===== config.mk =====
export PLATFORM = sky130hd
export DESIGN_NAME = decoder_scan_ctrl
export DESIGN_NICKNAME = d
export VERILOG_FILES = /design/src/rtl/scan_pkg.sv /design/src/rtl/onehot_dec.sv /design/src/rtl/decoder_scan_ctrl.sv
export SDC_FILE = /design/constraint.sdc
export NUM_CORES = 1
export LEC_CHECK = 0
export ABC_AREA = 1
export BUFFER_PORTS_ARGS = -buffer_cell sky130_fd_sc_hd__buf_4
export CORE_MARGIN = 1.5
export CORE_UTILIZATION = 55
export DETAILED_ROUTE_END_ITERATION = 12
export PLACE_DENSITY = 0.77
export SLEW_MARGIN = 20
export SYNTH_ARGS = -nofsm -noshare
export SYNTH_HDL_FRONTEND = slang
export SYNTH_SLANG_ARGS = --single-unit

===== constraint.sdc =====
create_clock -name clk -period 1.9 [get_ports clk]
set_input_delay 0.57 -clock clk [delete_from_list [all_inputs] [get_ports clk]]
set_output_delay 0.57 -clock clk [all_outputs]
set_load 0.02 [all_outputs]

===== src/rtl/scan_pkg.sv =====
// rtl/scan_pkg.sv - shared types and constants for the decoder select scanner
package scan_pkg;

    typedef enum logic [1:0] {
        IDLE   = 2'd0,
        SCAN   = 2'd1,
        FINISH = 2'd2
    } scan_state_t;

    // Legal dwell range; the dwell counter is sized for the maximum
    localparam int DWELL_MIN   = 1;
    localparam int DWELL_MAX   = 255;
    localparam int DWELL_CNT_W = 8;

    // Widest select code the generic one-hot helper supports
    localparam int MAX_SEL_W = 8;

    // Generic one-hot of a select code; callers keep the low 2**SEL_W bits
    function automatic logic [2**MAX_SEL_W-1:0] onehot(input logic [MAX_SEL_W-1:0] sel);
        onehot      = '0;
        onehot[sel] = 1'b1;
    endfunction

endpackage


===== src/rtl/onehot_dec.sv =====
// rtl/onehot_dec.sv - combinational select-to-one-hot decoder with enable
module onehot_dec #(
    parameter int SEL_W = 1
) (
    input  logic                  en,
    input  logic [SEL_W-1:0]      sel,
    output logic [2**SEL_W-1:0]   dec
);

    // One bit set at the selected position when enabled, all zeros otherwise
    always_comb begin
        dec = '0;
        if (en) begin
            dec[sel] = 1'b1;
        end
    end

endmodule


===== src/rtl/decoder_scan_ctrl.sv =====
// rtl/decoder_scan_ctrl.sv - dwell-timed select scanner with registered one-hot decode
module decoder_scan_ctrl
    import scan_pkg::*;
#(
    parameter int SEL_W = 1,
    parameter int DWELL = 4,
    parameter int CNT_W = 16
) (
    input  logic                  clk,
    input  logic                  rst_n,
    input  logic                  start,
    input  logic                  stop,
    input  logic                  loop_en,
    output logic [SEL_W-1:0]      sel_out,
    output logic [2**SEL_W-1:0]   onehot_out,
    output logic                  valid,
    output logic                  busy,
    output logic                  done,
    output logic                  aborted,
    output logic [CNT_W-1:0]      pass_cnt
);

    localparam logic [SEL_W-1:0]       SEL_LAST   = {SEL_W{1'b1}};
    localparam logic [DWELL_CNT_W-1:0] DWELL_LAST = DWELL_CNT_W'(DWELL - 1);

    if (DWELL < DWELL_MIN || DWELL > DWELL_MAX) begin : g_dwell_range
        $error("decoder_scan_ctrl: DWELL out of range");
    end

    scan_state_t              state_q, state_d;
    logic [SEL_W-1:0]         sel_q, sel_d;
    logic [DWELL_CNT_W-1:0]   dwell_q, dwell_d;
    logic [CNT_W-1:0]         pass_q, pass_d;
    logic                     scan_q, scan_d;
    logic                     done_q, done_d;
    logic                     aborted_q, aborted_d;
    logic [2**SEL_W-1:0]      onehot_q, onehot_d;

    // Next-state, dwell/pass counting and pulse generation; stop outranks end-of-pass
    always_comb begin
        state_d   = state_q;
        sel_d     = sel_q;
        dwell_d   = dwell_q;
        pass_d    = pass_q;
        scan_d    = scan_q;
        done_d    = 1'b0;
        aborted_d = 1'b0;
        case (state_q)
            IDLE: begin
                if (start && !stop) begin
                    state_d = SCAN;
                    sel_d   = '0;
                    dwell_d = '0;
                    pass_d  = '0;
                    scan_d  = 1'b1;
                end
            end
            SCAN: begin
                if (stop) begin
                    state_d   = IDLE;
                    sel_d     = '0;
                    dwell_d   = '0;
                    scan_d    = 1'b0;
                    aborted_d = 1'b1;
                end else if (dwell_q == DWELL_LAST) begin
                    dwell_d = '0;
                    if (sel_q == SEL_LAST) begin
                        pass_d = pass_q + 1'b1;
                        sel_d  = '0;
                        if (!loop_en) begin
                            state_d = FINISH;
                            scan_d  = 1'b0;
                            done_d  = 1'b1;
                        end
                    end else begin
                        sel_d = sel_q + 1'b1;
                    end
                end else begin
                    dwell_d = dwell_q + 1'b1;
                end
            end
            FINISH: begin
                state_d = IDLE;
            end
            default: begin
                state_d = IDLE;
                sel_d   = '0;
                dwell_d = '0;
                scan_d  = 1'b0;
            end
        endcase
    end

    // Decode the next select so the registered one-hot lines up with sel_out
    onehot_dec #(
        .SEL_W (SEL_W)
    ) u_onehot_dec (
        .en  (scan_d),
        .sel (sel_d),
        .dec (onehot_d)
    );

    // State and output registers; reset clears everything without any pulse
    always_ff @(posedge clk or negedge rst_n) begin
        if (!rst_n) begin
            state_q   <= IDLE;
            sel_q     <= '0;
            dwell_q   <= '0;
            pass_q    <= '0;
            scan_q    <= 1'b0;
            done_q    <= 1'b0;
            aborted_q <= 1'b0;
            onehot_q  <= '0;
        end else begin
            state_q   <= state_d;
            sel_q     <= sel_d;
            dwell_q   <= dwell_d;
            pass_q    <= pass_d;
            scan_q    <= scan_d;
            done_q    <= done_d;
            aborted_q <= aborted_d;
            onehot_q  <= onehot_d;
        end
    end

    assign sel_out    = sel_q;
    assign onehot_out = onehot_q;
    assign valid      = scan_q;
    assign busy       = scan_q;
    assign done       = done_q;
    assign aborted    = aborted_q;
    assign pass_cnt   = pass_q;

endmodule


==> flow_metrics.tcl <==
set metrics [dict create \
    finalNonFillerCells 323 \
    critPathLaunchType "register" \
    syn_avg_cell_area_um2 7.35 \
    dieArea_um2 3710 \
    fmax_ghz 0.598 \
    max-slew-margin-rel_pct 72.9 \
    synth_cell_types 24 \
    grt_pass1_wl_mm 6.30 \
    finalMaxSlewViolations 0 \
    r2r_setup_slack_ns 0.23 \
    die_w_um 60.9 \
    core_area_um2 3130 \
    crit_top_cell "nand2_1" \
    fin_setup_tns_ns 0 \
    synth_nets 258 \
    crit_type "reg -> reg" \
    timing.rr.start "dwell_q[0]$_DFFE_PN0P_" \
    slowest_delay_ns 0.42 \
    wire_per_inst_um 11.4 \
    syn_inst 251 \
    cts_tree "done" \
    path_max_fanout 29 \
    p_leak_nw 1.04 \
    fin_crit_sh_pct 88.0 \
    min_path_type "in -> async" \
    num_antenna_cells 0 \
    dp.cells 318 \
    post-cts-setup-buffer-count 0 \
    cts_buffers 5 \
    cp_slowest_cell "dfrtp_1" \
    area_growth_pct 13.8 \
    overflow 0 \
    ctsRootBufferMaster "clkbuf_4" \
    crit_chain "ha_1 > nand3_1 > nor2_1 > nand2_1 > nand2_1 > nand2_1 > buf_4 > inv_1 > nand2_1 > nand2_1" \
    clock_path_buffers 2 \
    grt_max_degree 33 \
    crit_start "dwell_q[0]$_DFFE_PN0P_" \
    fin_crit_ns 1.67 \
    grt_antenna_before_repair 0 \
    ys_warn_count 0 \
    grtUsageTotal_pct 23.0 \
    cp.arrival_ns 1.91 \
    clkSlewWorstSetupHoldPaths_ns 0.09 \
    rows 20 \
    clock_sinks 32 \
    holdBufCountCts 0 \
    vias_per_cell 5.10 \
    skew_ns 0.00650 \
    setup_viol 0 \
    wl_mm 3.68 \
    vias 1648 \
    dieHeight_um 60.9 \
    hpwl_mm 2.70 \
    ir_worst_vdd_v 0.000498 \
    worst_pin_slew_ns 0.404 \
    io_buffers 27 \
    cts_max_level 2 \
    route.detailed.drc 0 \
    first_iter_violations 123 \
    drt-pass1-iter-count 4 \
    syn_area_um2 1840 \
    fin_nets 288 \
    drv_cap 0 \
    start_util_pct 59.0 \
    io_pins 28 \
    crit_path_end_kind "register" \
    synth-seq-cells 32 \
    worstPathRequired_ns 2.13 \
    grt_pass1_vias 1500 \
    ant_nets 0 \
    p_per_area_nw_per_um2 713 \
    drive_gt1_share_pct 16.5 \
    grt_setup_unrepaired "false" \
    cts_resized 0 \
    gp_congestion 0.836 \
    clkLatencyLatePin_ns 0.34 \
    hold_viol_final 0 \
    run_status "finished clean" \
    ys_seq_area_share_pct 43.4 \
]
[synthesized netlist by cell type]
library cell	number	share of area, %
nand2_2	1	0.34
a21oi_1	7	1.9
a22o_1	1	0.47
nor2_8	1	1.1
o21ai_2	5	2.4
xnor2_1	1	0.47
buf_4	1	0.41
nor2_1	35	7.1
dfrtp_1	32	43
xor2_1	6	2.8
o21ai_0	13	3.5
nand3_1	24	6.5
o21ai_1	1	0.27
buf_6	1	0.61
inv_2	4	0.81
and2_1	1	0.34
buf_12	1	1.1
o21bai_1	1	0.41
ha_1	2	1.4
nand4_1	9	3.1
or2_2	2	0.68
nand2_1	74	15
buf_2	2	0.54
inv_1	26	5.3
[final cells by class]
type                       instances  area [um2]
inverter                          30         113
multi-input combinational        184         882
tap                               44        55.1
sequential                        32         801
timing repair buffer              28         210
fill                             295        1030
clock buffer                       5        37.5
[cell usage in the layout, fill, tap and decap left out, types with 2 or more instances in the layout]
cell / count
nand3_1: 24
a21oi_1: 7
buf_4: 28
nand4_1: 9
o21ai_0: 13
nor2_1: 35
clkbuf_4: 5
o21ai_2: 5
nand2_1: 74
or2_2: 2
dfrtp_1: 32
xor2_1: 6
inv_2: 4
inv_1: 26
ha_1: 2
[power breakdown]
| group | internal [W] | switching, W | total (W) |
|---|---|---|---|
| registers | 0.000738 | 0.0000574 | 0.000796 |
| clock network | 0.000123 | 0.000219 | 0.000342 |
| logic | 0.000133 | 0.000226 | 0.000359 |
[cell families (layout without fill, tap and decap cells)]
group,count (synthesis),in the layout,synth area share [%]
XOR/XNOR,7,7,3.32
adder cells (fa/ha/maj),2,2,1.36
buffers and inverters,35,63,8.75
flip-flops,32,32,43.4
AND/OR/NAND/NOR,147,147,34.2
AO/OA/AOI/OAI,28,28,8.95
[flip-flops by register name (all words and copies together) (netlist names)]
name        count
pass_cnt       16
dwell_q         8
onehot_out      2
state_q         2
aborted         1
busy            1
done            1
sel_out         1
[metal layers]
| layer | track usage (%) | up-vias | routed length (um) |
|---|---|---|---|
| met5 | 0 | - | 0 |
| met4 | 9.94 | 0 | 49 |
| met2 | 39.5 | 30 | 1820 |
| met3 | 4.90 | 5 | 132 |
| met1 | 27.9 | 753 | 1680 |
| li1 | - | 860 | - |
[worst max-delay path, delay by kind of cell, from the launching register on]
| kind | cells | cell delay, ns |
|---|---|---|
| and+or+nand+nor | 7 | 0.47 |
| DFF | 1 | 0.42 |
| buffers and inverters | 2 | 0.41 |
| adders and majority gates | 1 | 0.25 |
[final timing paths]
path                                      endpoint  cells past startpoint
max                        pass_cnt[7]$_DFFE_PN0P_                     10
min                        pass_cnt[8]$_DFFE_PN0P_                      1
max reg2reg                pass_cnt[7]$_DFFE_PN0P_                     10
min reg2reg                 dwell_q[0]$_DFFE_PN0P_                      1
max in group asynchronous   dwell_q[4]$_DFFE_PN0P_                      1
min in group clk            state_q[1]$_DFFE_PN0P_                      3
[stage by stage]
| stage | utilization [%] | hold slack, ns | cell area, um2 | power [W] | worst slack, ns |
|---|---|---|---|---|---|
| 2_1_floorplan | - | 0.274 | 1840 | 0.00106 | 0.423 |
| 3_3_place_gp | 65.9 | 0.491 | 2060 | 0.00117 | 0.249 |
| 3_5_place_dp | 65.9 | 0.496 | 2060 | 0.00117 | 0.216 |
| 4_1_cts | 67.1 | 0.169 | 2100 | 0.00151 | 0.237 |
| 5_1_grt | 67.1 | 0.174 | 2100 | 0.00158 | 0.0590 |
| 6_report | 67.1 | 0.152 | 2100 | 0.00150 | 0.228 |
(Power assumes the default switching activity.)
